===== config.mk =====
export PLATFORM = sky130hd
export DESIGN_NAME = dbuf_filt
export DESIGN_NICKNAME = d
export VERILOG_FILES = /design/src/rtl/dbuf_filt.sv
export SDC_FILE = /design/constraint.sdc
export NUM_CORES = 1
export LEC_CHECK = 0
export CAP_MARGIN = 20
export CORE_UTILIZATION = 35
export CTS_CLUSTER_DIAMETER = 150
export DETAILED_ROUTE_END_ITERATION = 12
export GPL_TIMING_DRIVEN = 0
export HOLD_SLACK_MARGIN = 0.12
export MAX_ROUTING_LAYER = met4
export SETUP_SLACK_MARGIN = 0.05
export SLEW_MARGIN = 15
export SYNTH_ARGS = -nofsm -noshare
export SYNTH_HDL_FRONTEND = slang
export SYNTH_SLANG_ARGS = --single-unit

===== constraint.sdc =====
create_clock -name clk -period 1.9 [get_ports clk]
set_input_delay 0.38 -clock clk [delete_from_list [all_inputs] [get_ports clk]]
set_output_delay 0.38 -clock clk [all_outputs]
set_load 0.005 [all_outputs]

===== src/rtl/dbuf_filt.sv =====
// Multi-channel input synchroniser + saturating-counter deglitch filter with rise/fall pulses.
// Optional sticky change flags (clr/chg) are built when DBUF_FILT_STICKY_EN is defined.
module dbuf_filt #(
    parameter int unsigned NCH         = 4,
    parameter int unsigned DEGLITCH    = 8,
    parameter int unsigned SYNC_STAGES = 2,
    parameter int unsigned RST_VAL     = 0
) (
    input  logic           clk,
    input  logic           rstb,
    input  logic           CELV,
    input  logic           CELG,
    input  logic           SUB,
    input  logic           en,
    input  logic [NCH-1:0] byp,
    input  logic [NCH-1:0] i,
`ifdef DBUF_FILT_STICKY_EN
    input  logic           clr,
    output logic [NCH-1:0] chg,
`endif
    output logic [NCH-1:0] o,
    output logic [NCH-1:0] rise,
    output logic [NCH-1:0] fall
);

    localparam int unsigned    CW       = $clog2(DEGLITCH + 1);
    localparam logic [CW-1:0]  CNT_LAST = CW'(DEGLITCH - 1);
    localparam logic [NCH-1:0] RST_VEC  = {NCH{1'(RST_VAL)}};

    logic [NCH-1:0] sync [SYNC_STAGES];
    logic [CW-1:0]  cnt [NCH];
    logic [CW-1:0]  cnt_nxt [NCH];
    logic [NCH-1:0] s;
    logic [NCH-1:0] o_nxt;
    logic           unused_pins;

    // Supply/substrate pins are pass-through only.
    assign unused_pins = ^{CELV, CELG, SUB};

    assign s = sync[SYNC_STAGES-1];

    // Synchroniser chain runs regardless of en.
    always_ff @(posedge clk) begin
        if (!rstb) begin
            for (int j = 0; j < SYNC_STAGES; j++) begin
                sync[j] <= RST_VEC;
            end
        end else begin
            sync[0] <= i;
            for (int j = 1; j < SYNC_STAGES; j++) begin
                sync[j] <= sync[j-1];
            end
        end
    end

    // Per-channel filter decision; everything holds while en=0.
    always_comb begin
        o_nxt = o;
        for (int k = 0; k < NCH; k++) begin
            cnt_nxt[k] = cnt[k];
            if (en) begin
                if (byp[k]) begin
                    o_nxt[k]   = s[k];
                    cnt_nxt[k] = '0;
                end else if (s[k] == o[k]) begin
                    cnt_nxt[k] = '0;
                end else if (cnt[k] == CNT_LAST) begin
                    o_nxt[k]   = s[k];
                    cnt_nxt[k] = '0;
                end else begin
                    cnt_nxt[k] = cnt[k] + CW'(1);
                end
            end
        end
    end

    always_ff @(posedge clk) begin
        if (!rstb) begin
            o    <= RST_VEC;
            rise <= '0;
            fall <= '0;
            for (int k = 0; k < NCH; k++) begin
                cnt[k] <= '0;
            end
        end else begin
            o    <= o_nxt;
            rise <= o_nxt & ~o;
            fall <= ~o_nxt & o;
            for (int k = 0; k < NCH; k++) begin
                cnt[k] <= cnt_nxt[k];
            end
        end
    end

`ifdef DBUF_FILT_STICKY_EN
    // Sticky change flags: a pulse in the same cycle as clr wins.
    always_ff @(posedge clk) begin
        if (!rstb) begin
            chg <= '0;
        end else begin
            chg <= (chg & ~{NCH{clr}}) | rise | fall;
        end
    end
`endif

endmodule


Yosys cells after proc, flatten, opt, wreduce, memory -nomap -nowiden
Memories as Yosys holds them, arrays and structs flattened.
Index checks and enable logic that the tools add are counted.
Widths: inputs -> output; s select.
{ "op_classes": {"n_eq_ne": 8, "muxes": 40, "bitwise_logic": 10, "add_sub_neg": 4} }
{ "op_table": {"columns": ["cell", "n"], "rows": [
  ["$mux 4", 22],
  ["$mux 1", 18],
  ["$add 4x1->4 const B", 4],
  ["$eq 4x3->1 const B", 4],
  ["$and 4x4->4", 2],
  ["$not 4->4", 2],
  ["$or 1x1->1", 6],
  ["$eq 1x1->1", 4]
]} }
{ "totals": {"mem_bits_rw": 24, "mem_count": 2, "out_inout_bits": 12, "wordCells": 67, "register_bits": 12, "inputBits": 14} }
{ "memory_table": {"columns": ["memory", "depth", "word_bits", "read_ports", "rd_ports_with_merged_regs", "write_ports", "line_no", "rtl"], "rows": [
  ["cnt", 4, 4, 4, 0, 4, "31", "logic [CW-1:0] cnt [NCH];"],
  ["sync", 2, 4, 2, 0, 2, "30", "logic [NCH-1:0] sync [SYNC_STAGES];"]
]} }

Longest topological paths before layout
Gate-level depths: netlist of the first run.
{ "depth": {"word_depth": 7, "depth_mapped": 5, "ltp_nobuf": 4} }

Worst setup path before layout of the first run
Ideal clock, no wire load.
{ "synth_timing": {"path_kind": "reg2reg", "startpoint": "mem cnt[2][0] (netlist bit)", "endpoint": "mem cnt[2][0] (netlist bit)", "stages_incl_launch_ff": 5, "arrival_ps": 1194, "path_slack_ps": 636, "required_time_ps": 1830, "n_path_buf": 0, "path_cell_list": "dfxtp_1 ha_1 and3b_1 or4_1 a21oi_1"} }
{ "synth_rtl": {"columns": ["item", "line_no"], "rows": [
  ["start: declaration", "31"]
]} }

Worst setup path in the final report of the first run
{ "layout_timing": {"startpoint": "reg o[1]", "endpoint": "out o[1]"} }
{ "layout_rtl": {"columns": ["item", "line_no", "rtl"], "rows": [
  ["start: declaration", "21", "output logic [NCH-1:0] o,"],
  ["start signal: assignment", "86", "o <= o_nxt;"]
]} }
No word-level cell between the ends.

==> results of run 1 <==
[synthesized netlist by cell type]
cell type / count
sky130_fd_sc_hd__a211oi_1: 3
sky130_fd_sc_hd__nand2b_1: 3
sky130_fd_sc_hd__and2_1: 9
sky130_fd_sc_hd__nor2b_1: 1
sky130_fd_sc_hd__o32a_2: 1
sky130_fd_sc_hd__o41ai_1: 1
sky130_fd_sc_hd__o211ai_1: 3
sky130_fd_sc_hd__a211o_1: 1
sky130_fd_sc_hd__a2111oi_0: 1
sky130_fd_sc_hd__dfxtp_1: 36
sky130_fd_sc_hd__or3_1: 2
sky130_fd_sc_hd__and3b_1: 3
sky130_fd_sc_hd__xnor2_1: 4
sky130_fd_sc_hd__and4b_1: 2
sky130_fd_sc_hd__nand2_1: 15
sky130_fd_sc_hd__nand3_1: 3
sky130_fd_sc_hd__nor2_1: 3
sky130_fd_sc_hd__xor2_1: 2
sky130_fd_sc_hd__and3_1: 2
sky130_fd_sc_hd__ha_1: 4
sky130_fd_sc_hd__mux2i_1: 4
sky130_fd_sc_hd__or4_1: 2
sky130_fd_sc_hd__nand4b_1: 5
sky130_fd_sc_hd__nand4_1: 5
sky130_fd_sc_hd__a31o_2: 3
sky130_fd_sc_hd__buf_2: 4
sky130_fd_sc_hd__o21ai_0: 4
sky130_fd_sc_hd__o32a_1: 2
sky130_fd_sc_hd__o31ai_1: 1
sky130_fd_sc_hd__inv_1: 7
sky130_fd_sc_hd__clkbuf_1: 5
sky130_fd_sc_hd__a41oi_1: 1
sky130_fd_sc_hd__nor3b_1: 7
sky130_fd_sc_hd__a32oi_1: 1
sky130_fd_sc_hd__nor4bb_1: 1
sky130_fd_sc_hd__nand3b_1: 5
sky130_fd_sc_hd__a21oi_1: 6
[layout make-up]
| type | count | area share [%] |
|---|---|---|
| multi-input cells | 110 | 40.7 |
| clock buffers | 6 | 3.82 |
| well taps | 50 | 3.30 |
| flip-flops and latches | 36 | 38.0 |
| clock inverters | 1 | 0.264 |
| inverters | 7 | 1.38 |
| repair buffers | 20 | 10.5 |
| plain buffers | 9 | 2.04 |
[sequential cells by signal (all words and copies together), names as in the netlist]
register and flops:
o 4, rise 4, cnt 16, sync 8, fall 4
[metrics by stage]
step | hold slack [ns] | std cells | utilization [%] | cell area (µm²) | power (µW)
global route | 0.467 | 239 | 45.8 | 1900 | 1440
finish | 0.433 | 239 | 45.8 | 1900 | 1380
global placement | 0.415 | 232 | 43.9 | 1820 | 890
floorplan | 0.412 | 162 | - | 1560 | 848
CTS | 0.436 | 239 | 45.8 | 1900 | 1400
detailed placement | 0.421 | 232 | 43.9 | 1820 | 896
[routing by layer]
layer	global-route usage, %	vias up
met3	4.93	9
met5	-	-
met4	9.69	0
met1	19.8	620
li1	-	640
met2	30.9	41
[logic make-up (layout without fill, tap and decap cells)]
group,count (synthesis),after routing,share of synthesized area (%)
buffers and inverters,16,43,4.18
and+or+nand+nor,68,68,27.3
AOI/OAI and AO/OA,28,28,13.1
muxes,4,4,2.57
xor gates and xnor gates,6,6,3.37
DFF,36,36,46.3
adders and majority gates,4,4,3.21
[how the worst max path moves through the flow]
stage,to,slack [ns],depth (start not counted),startpoint
global placement,cnt[2][0],0.28,3,byp[2]
floorplan,cnt[2][0],0.64,4,cnt[2][0]
CTS,o[1],0.26,1,o[1]
detailed placement,cnt[2][0],0.28,3,byp[2]
global route,o[1],0.22,1,o[1]
finish,o[1],0.28,1,o[1]
[power by group through the flow]
stage                     clock (µW)  sequential (µW)  combinational, µW
after CTS                        518              775                104
after global routing             553              777                114
after detailed placement           0              793                103
after global placement             0              792               98.6
after floorplan                    0              791               56.8
final                            499              775                104
==> run_summary.xml, run 1 <==
<?xml version="1.0" encoding="UTF-8"?>
<metrics>
  <group name="die">
    <metric name="die_w" unit="µm">68.7</metric>
    <metric name="core_area" unit="µm²">4140</metric>
    <metric name="num_rows" unit="">23</metric>
    <metric name="die_h" unit="µm">68.7</metric>
    <metric name="i_o_pins" unit="">26</metric>
    <metric name="initial_utilization" unit="%">37.6</metric>
    <metric name="dieArea" unit="µm²">4720</metric>
  </group>
  <group name="worst_setup_path">
    <metric name="cp_slowest_cell" unit="">sky130_fd_sc_hd__clkdlybuf4s50_1</metric>
    <metric name="timing.critical_path.fanout_max" unit="">5</metric>
    <metric name="cp_data_arrival_time" unit="ns">1.24</metric>
    <metric name="timing.critical_path.cells" unit="">clkdlybuf4s50_1</metric>
    <metric name="critPathMaxStageDelay" unit="ns">0.54</metric>
    <metric name="worstReg2RegStart" unit="">cnt[0][0]</metric>
    <metric name="worst-r2r-setup-slack" unit="ns">0.50</metric>
    <metric name="timing_worst_setup_path_type" unit="">flop to primary output</metric>
    <metric name="crit_path_required_time" unit="ns">1.52</metric>
    <metric name="setup.worst_path.start_class" unit="">flop</metric>
    <metric name="critPathTopFamily" unit="">buffers and inverters</metric>
    <metric name="setup.worst_path.end_class" unit="">primary output</metric>
    <metric name="critical_path.n_buffers_inverters" unit="">1</metric>
    <metric name="worst_reg_to_reg_cells" unit="">4</metric>
    <metric name="crit-reg2reg-capture" unit="">fall[0]</metric>
  </group>
  <group name="synth">
    <metric name="net_count_after_synthesis" unit="">180</metric>
    <metric name="synth_cells" unit="">162</metric>
    <metric name="synth_top_area_share" unit="%">46.3</metric>
    <metric name="synth_seq_area_share" unit="%">46.3</metric>
    <metric name="synthesis.yosys.warnings" unit="">0</metric>
    <metric name="synth.distinct_cells" unit="">37</metric>
    <metric name="netlist.top_cell.by_area" unit="">sky130_fd_sc_hd__dfxtp_1</metric>
    <metric name="synth_area_leaders" unit="">sky130_fd_sc_hd__dfxtp_1 46%, sky130_fd_sc_hd__and2_1 3.6%, sky130_fd_sc_hd__nand2_1 3.6%</metric>
    <metric name="syn_avg_cell_area" unit="µm²">9.62</metric>
    <metric name="flip_flop_and_latch_count_after_synthesis" unit="">36</metric>
    <metric name="mappedNetlistArea" unit="µm²">1560</metric>
  </group>
  <group name="sta">
    <metric name="setup_ws" unit="ns">0.284</metric>
    <metric name="max_slew_margin" unit="%">64.2</metric>
    <metric name="setup_viol" unit="">0</metric>
    <metric name="maxClockFrequency" unit="MHz">619</metric>
    <metric name="final.min_clock_period" unit="ns">1.62</metric>
    <metric name="fin_crit_sh" unit="%">85.0</metric>
    <metric name="worst_clock_skew" unit="ns">0.00677</metric>
    <metric name="tns" unit="ns">0</metric>
    <metric name="final-max-slew-violation-count" unit="">0</metric>
    <metric name="worst_slew_pin_slew" unit="ns">0.537</metric>
    <metric name="report.final.hold_viol_count" unit="">0</metric>
    <metric name="rsz_0062_raised_after_global_routing" unit="">false</metric>
  </group>
  <group name="grt">
    <metric name="number_of_antenna_violations_at_the_first_check_in_global_routing" unit="">0</metric>
    <metric name="grt_pass1_wl" unit="µm">6050</metric>
    <metric name="maximum_number_of_pins_on_one_net_before_global_route_repair" unit="">11</metric>
    <metric name="gr-usage-all-layers" unit="%">18.4</metric>
    <metric name="first_global_vias" unit="">1344</metric>
    <metric name="globalRoute.totalOverflow" unit="">0</metric>
  </group>
  <group name="drt">
    <metric name="routed-wl-met2" unit="µm">1700</metric>
    <metric name="post-route-drc-count" unit="">0</metric>
    <metric name="viasPerCell" unit="">5.48</metric>
    <metric name="final_wirelength" unit="µm">3600</metric>
    <metric name="detail-route-antenna-nets" unit="">0</metric>
    <metric name="drt_iter0_markers" unit="">47</metric>
    <metric name="dr.pass1.iters" unit="">4</metric>
    <metric name="wl_met3" unit="µm">192</metric>
    <metric name="met1Wirelength" unit="µm">1620</metric>
    <metric name="route.vias.total" unit="">1310</metric>
    <metric name="maxUsedRoutingLayer" unit="">met4</metric>
    <metric name="post_drt_wl_per_cell" unit="µm">15.0</metric>
  </group>
  <group name="power_and_ir_drop">
    <metric name="fraction_of_power_consumed_by_sequential_logic" unit="%">56.2</metric>
    <metric name="netSwitchingPower" unit="µW">319</metric>
    <metric name="clkPwrFrac" unit="%">36.2</metric>
    <metric name="sw_frac_of_total" unit="%">23.1</metric>
    <metric name="comb_power_share" unit="%">7.5</metric>
    <metric name="max-vdd-ir-drop" unit="V">0.000405</metric>
    <metric name="cellPowerDensity" unit="nW/µm²">726</metric>
    <metric name="power_report.internal_total" unit="µW">1060</metric>
    <metric name="p_leak" unit="µW">0.000688</metric>
  </group>
  <group name="cts">
    <metric name="cts-root-buf" unit="">sky130_fd_sc_hd__clkbuf_8</metric>
    <metric name="clock_tree.buffer_depth" unit="">2</metric>
    <metric name="htree_num_levels" unit="">2</metric>
    <metric name="cts_tree" unit="">built</metric>
    <metric name="worst_setup_hold_path_clk_slew" unit="ns">0.06</metric>
    <metric name="cts_post_setup_buffers_inserted" unit="">0</metric>
    <metric name="cts_hold_buf" unit="">0</metric>
    <metric name="cts_repair_resize_count" unit="">0</metric>
    <metric name="worst_skew_pair.late_latency" unit="ns">0.29</metric>
    <metric name="cts_made_buffers" unit="">5</metric>
    <metric name="clkSinkCount" unit="">36</metric>
  </group>
  <group name="final_layout">
    <metric name="final_common_cell" unit="">sky130_fd_sc_hd__dfxtp_1</metric>
    <metric name="finalNetCount" unit="">207</metric>
    <metric name="register_area" unit="µm²">721</metric>
    <metric name="layout.cells.most_common_list" unit="">36 x sky130_fd_sc_hd__dfxtp_1, 20 x sky130_fd_sc_hd__clkdlybuf4s50_1, 15 x sky130_fd_sc_hd__nand2_1</metric>
    <metric name="n_antenna_cell" unit="">0</metric>
    <metric name="drive_gt1_share" unit="%">7.41</metric>
    <metric name="multi_input_comb_area" unit="µm²">772</metric>
    <metric name="flow.area_growth_from_synthesis" unit="%">21.8</metric>
    <metric name="num-fill-cells" unit="">403</metric>
  </group>
  <group name="hold_path">
    <metric name="hold_class" unit="">flop to flop</metric>
    <metric name="worstHoldStart" unit="">sync[0][2]</metric>
    <metric name="whs_endpoint" unit="">sync[0][6]</metric>
    <metric name="worst_hold_path.num_cells" unit="">1</metric>
  </group>
  <group name="outcome">
    <metric name="outcome" unit="">finished, final reports clean</metric>
  </group>
  <group name="placement">
    <metric name="gp_congestion" unit="">0.807</metric>
    <metric name="buffer_ports.inserted" unit="">20</metric>
    <metric name="worst_slack_placed" unit="ns">0.276</metric>
    <metric name="hpwlAfterDp" unit="µm">2530</metric>
  </group>
  <group name="job">
    <metric name="max_cap_violations" unit="">0</metric>
  </group>
</metrics>
Power figures use the tool's default switching activity.
==> run 2: changes to the inputs <==
- ABC_AREA: unset -> 1
- CORE_MARGIN: unset -> 2
==> run 2 against run 1 <==
Compared with the run above: count of clock-buffer cells in the layout is 1 higher; sequential cell count is the same; core utilization fell by 0.84 points; largest power group unchanged; clock skew shrank 0.0025 ns; highest routed layer unchanged; critical endpoint is now o[3]; setup slack better by 0.046 ns.
==> run_summary.xml, run 2 <==
<?xml version="1.0" encoding="UTF-8"?>
<metrics>
  <group name="outcome">
    <metric name="outcome" unit="">finished, final reports clean</metric>
  </group>
  <group name="power_and_ir_drop">
    <metric name="cellPowerDensity" unit="nW/µm²">786</metric>
    <metric name="comb_power_share" unit="%">9.7</metric>
    <metric name="fraction_of_power_consumed_by_sequential_logic" unit="%">52.0</metric>
    <metric name="power_report.internal_total" unit="µW">1170</metric>
    <metric name="sw_frac_of_total" unit="%">23.2</metric>
    <metric name="clkPwrFrac" unit="%">38.3</metric>
    <metric name="max-vdd-ir-drop" unit="V">0.000489</metric>
    <metric name="netSwitchingPower" unit="µW">353</metric>
    <metric name="p_leak" unit="µW">0.000877</metric>
  </group>
  <group name="synth">
    <metric name="synth_seq_area_share" unit="%">46.5</metric>
    <metric name="net_count_after_synthesis" unit="">225</metric>
    <metric name="mappedNetlistArea" unit="µm²">1550</metric>
    <metric name="netlist.top_cell.by_area" unit="">sky130_fd_sc_hd__dfxtp_1</metric>
    <metric name="synth_cells" unit="">207</metric>
    <metric name="netlist_top_cells_count" unit="">52 x sky130_fd_sc_hd__nand2_1, 36 x sky130_fd_sc_hd__dfxtp_1, 33 x sky130_fd_sc_hd__inv_1</metric>
    <metric name="synth_edf_count" unit="">0</metric>
    <metric name="synthArstFlopShare" unit="%">0</metric>
    <metric name="flip_flop_and_latch_count_after_synthesis" unit="">36</metric>
    <metric name="synth_area_leaders" unit="">sky130_fd_sc_hd__dfxtp_1 47%, sky130_fd_sc_hd__nand2_1 13%, sky130_fd_sc_hd__inv_1 8.0%</metric>
    <metric name="synth.most_common_cell" unit="">sky130_fd_sc_hd__nand2_1</metric>
    <metric name="syn_avg_cell_area" unit="µm²">7.48</metric>
    <metric name="synth_top_area_share" unit="%">46.5</metric>
    <metric name="ys.flop_type" unit="">sky130_fd_sc_hd__dfxtp_1</metric>
    <metric name="synthesis.yosys.warnings" unit="">0</metric>
    <metric name="synth.distinct_cells" unit="">24</metric>
  </group>
  <group name="die">
    <metric name="die_w" unit="µm">70.5</metric>
    <metric name="initial_utilization" unit="%">36.1</metric>
    <metric name="i_o_pins" unit="">26</metric>
    <metric name="dieArea" unit="µm²">4970</metric>
    <metric name="die_h" unit="µm">70.5</metric>
    <metric name="num_rows" unit="">24</metric>
    <metric name="core_area" unit="µm²">4290</metric>
  </group>
  <group name="final_layout">
    <metric name="fin_cells" unit="">288</metric>
    <metric name="number_of_flip_flops_under_the_largest_register_name" unit="">16</metric>
    <metric name="layout_top_registers" unit="">cnt x16, sync x8</metric>
    <metric name="layout.cells.most_common_list" unit="">52 x sky130_fd_sc_hd__nand2_1, 36 x sky130_fd_sc_hd__dfxtp_1, 33 x sky130_fd_sc_hd__inv_1</metric>
    <metric name="n_antenna_cell" unit="">0</metric>
    <metric name="drive_gt1_share" unit="%">8.47</metric>
    <metric name="flow.area_growth_from_synthesis" unit="%">24.6</metric>
    <metric name="largest_register" unit="">cnt</metric>
    <metric name="final_common_cell" unit="">sky130_fd_sc_hd__nand2_1</metric>
    <metric name="finalNetCount" unit="">254</metric>
    <metric name="num-fill-cells" unit="">455</metric>
  </group>
  <group name="worst_setup_path">
    <metric name="timing.critical_path.cells" unit="">clkdlybuf4s50_1</metric>
    <metric name="critical_path.n_buffers_inverters" unit="">1</metric>
    <metric name="cp_slowest_cell" unit="">sky130_fd_sc_hd__clkdlybuf4s50_1</metric>
    <metric name="timing_worst_setup_path_type" unit="">flop to primary output</metric>
    <metric name="setup.worst_path.start_class" unit="">flop</metric>
    <metric name="timing.critical_path.fanout_max" unit="">4</metric>
    <metric name="critPathMaxStageDelay" unit="ns">0.52</metric>
    <metric name="cp_data_arrival_time" unit="ns">1.19</metric>
    <metric name="critPathTopFamily" unit="">buffers and inverters</metric>
    <metric name="crit_path_required_time" unit="ns">1.52</metric>
    <metric name="setup.worst_path.end_class" unit="">primary output</metric>
  </group>
  <group name="cts">
    <metric name="cts_hold_buf" unit="">0</metric>
    <metric name="cts_tree" unit="">built</metric>
    <metric name="htree_num_levels" unit="">2</metric>
    <metric name="worst_skew_pair.late_latency" unit="ns">0.28</metric>
    <metric name="clock_tree.buffer_depth" unit="">2</metric>
    <metric name="cts_made_buffers" unit="">5</metric>
    <metric name="worst_setup_hold_path_clk_slew" unit="ns">0.07</metric>
    <metric name="clkSinkCount" unit="">36</metric>
    <metric name="cts_post_setup_buffers_inserted" unit="">0</metric>
    <metric name="cts_repair_resize_count" unit="">0</metric>
    <metric name="cts-root-buf" unit="">sky130_fd_sc_hd__clkbuf_8</metric>
  </group>
  <group name="sta">
    <metric name="fin_crit_sh" unit="%">82.6</metric>
    <metric name="setup_viol" unit="">0</metric>
    <metric name="report.final.hold_viol_count" unit="">0</metric>
    <metric name="final-max-slew-violation-count" unit="">0</metric>
    <metric name="worst_clock_skew" unit="ns">0.00423</metric>
    <metric name="maxClockFrequency" unit="MHz">637</metric>
    <metric name="rsz_0062_raised_after_global_routing" unit="">false</metric>
    <metric name="worst_slew_pin_slew" unit="ns">0.514</metric>
    <metric name="final.min_clock_period" unit="ns">1.57</metric>
    <metric name="max_slew_margin" unit="%">65.7</metric>
    <metric name="tns" unit="ns">0</metric>
  </group>
  <group name="grt">
    <metric name="globalRoute.totalOverflow" unit="">0</metric>
    <metric name="number_of_antenna_violations_at_the_first_check_in_global_routing" unit="">0</metric>
    <metric name="gr-usage-all-layers" unit="%">13.9</metric>
    <metric name="first_global_vias" unit="">1222</metric>
    <metric name="maximum_number_of_pins_on_one_net_before_global_route_repair" unit="">11</metric>
    <metric name="grt_pass1_wl" unit="µm">5310</metric>
  </group>
  <group name="hold_path">
    <metric name="hold_class" unit="">flop to flop</metric>
  </group>
  <group name="drt">
    <metric name="post_drt_wl_per_cell" unit="µm">10.1</metric>
    <metric name="detail-route-antenna-nets" unit="">0</metric>
    <metric name="drt_iter0_markers" unit="">44</metric>
    <metric name="dr.pass1.iters" unit="">4</metric>
    <metric name="post-route-drc-count" unit="">0</metric>
    <metric name="viasPerCell" unit="">4.52</metric>
    <metric name="final_wirelength" unit="µm">2910</metric>
    <metric name="route.vias.total" unit="">1302</metric>
  </group>
  <group name="placement">
    <metric name="buffer_ports.inserted" unit="">22</metric>
    <metric name="gp_congestion" unit="">0.764</metric>
    <metric name="hpwlAfterDp" unit="µm">2080</metric>
    <metric name="placedCellCount" unit="">281</metric>
  </group>
  <group name="job">
    <metric name="max_cap_violations" unit="">0</metric>
  </group>
</metrics>
==> run 2: cell types whose count changed after synthesis, sizes merged, moves of 7 or more <==
cell	change
nand2	+37
inv	+27
a21oi	+14
nor2	+14
nand3	+12
and2	-9
nor3b	-7
==> run 2: final cells by class <==
class	count	area (µm²)	share of cell area, %
Clock buffer	7	96.3	4.99
Tap cell	52	65.1	3.37
Timing Repair Buffer	22	220	11.4
Sequential cell	36	721	37.3
Inverter	34	128	6.61
Buffer	6	40.0	2.07
Multi-Input combinational cell	131	661	34.2
==> run 2: cell families after synthesis <==
logic type	Yosys count	synth area share [%]
AND/OR/NAND/NOR	97	27.7
flip-flops	36	46.5
buffers and inverters	40	10.8
AO/OA/AOI/OAI	26	9.45
XOR/XNOR	4	2.26
adder cells (fa/ha/maj)	4	3.23
==> run 2: power by group through the flow <==
| stage | sequential (µW) | clock (µW) | combinational, µW |
|---|---|---|---|
| 2_1_floorplan | 805 | 0 | 88.9 |
| 3_3_place_gp | 806 | 0 | 147 |
| 3_5_place_dp | 806 | 0 | 148 |
| 4_1_cts | 789 | 605 | 149 |
| 5_1_grt | 792 | 645 | 167 |
| 6_report | 789 | 582 | 147 |
==> run 2: final timing paths <==
check | to | depth (start not counted) | from | slack [ns]
worst min register to register | sync[0][7] | 2 | sync[0][3] | 0.41
worst max register to register | o[3] | 6 | cnt[3][0] | 0.68
worst min-delay path | sync[0][7] | 2 | sync[0][3] | 0.41
worst max-delay path | o[3] | 1 | o[3] | 0.33
==> run 2: metrics by stage <==
step / hold slack (ns) / utilization [%] / worst slack [ns] / area [µm²] / power, µW
global placement: 0.393 / 42.7 / 0.193 / 1830 / 953
floorplan: 0.390 / - / 0.803 / 1550 / 894
global route: 0.435 / 45.0 / 0.273 / 1930 / 1600
CTS: 0.419 / 45.0 / 0.317 / 1930 / 1540
finish: 0.411 / 45.0 / 0.331 / 1930 / 1520
detailed placement: 0.400 / 42.7 / 0.213 / 1830 / 954
==> run 2: routing by layer <==
| metal | vias up | share of wire, % | global-route usage, % |
|---|---|---|---|
| met4 | 0 | 1.8 | 5.77 |
| met3 | 5 | 4.3 | 3.46 |
| met2 | 20 | 45 | 21.8 |
| li1 | 710 | - | - |
| met1 | 567 | 49 | 17.1 |
| met5 | - | 0 | - |
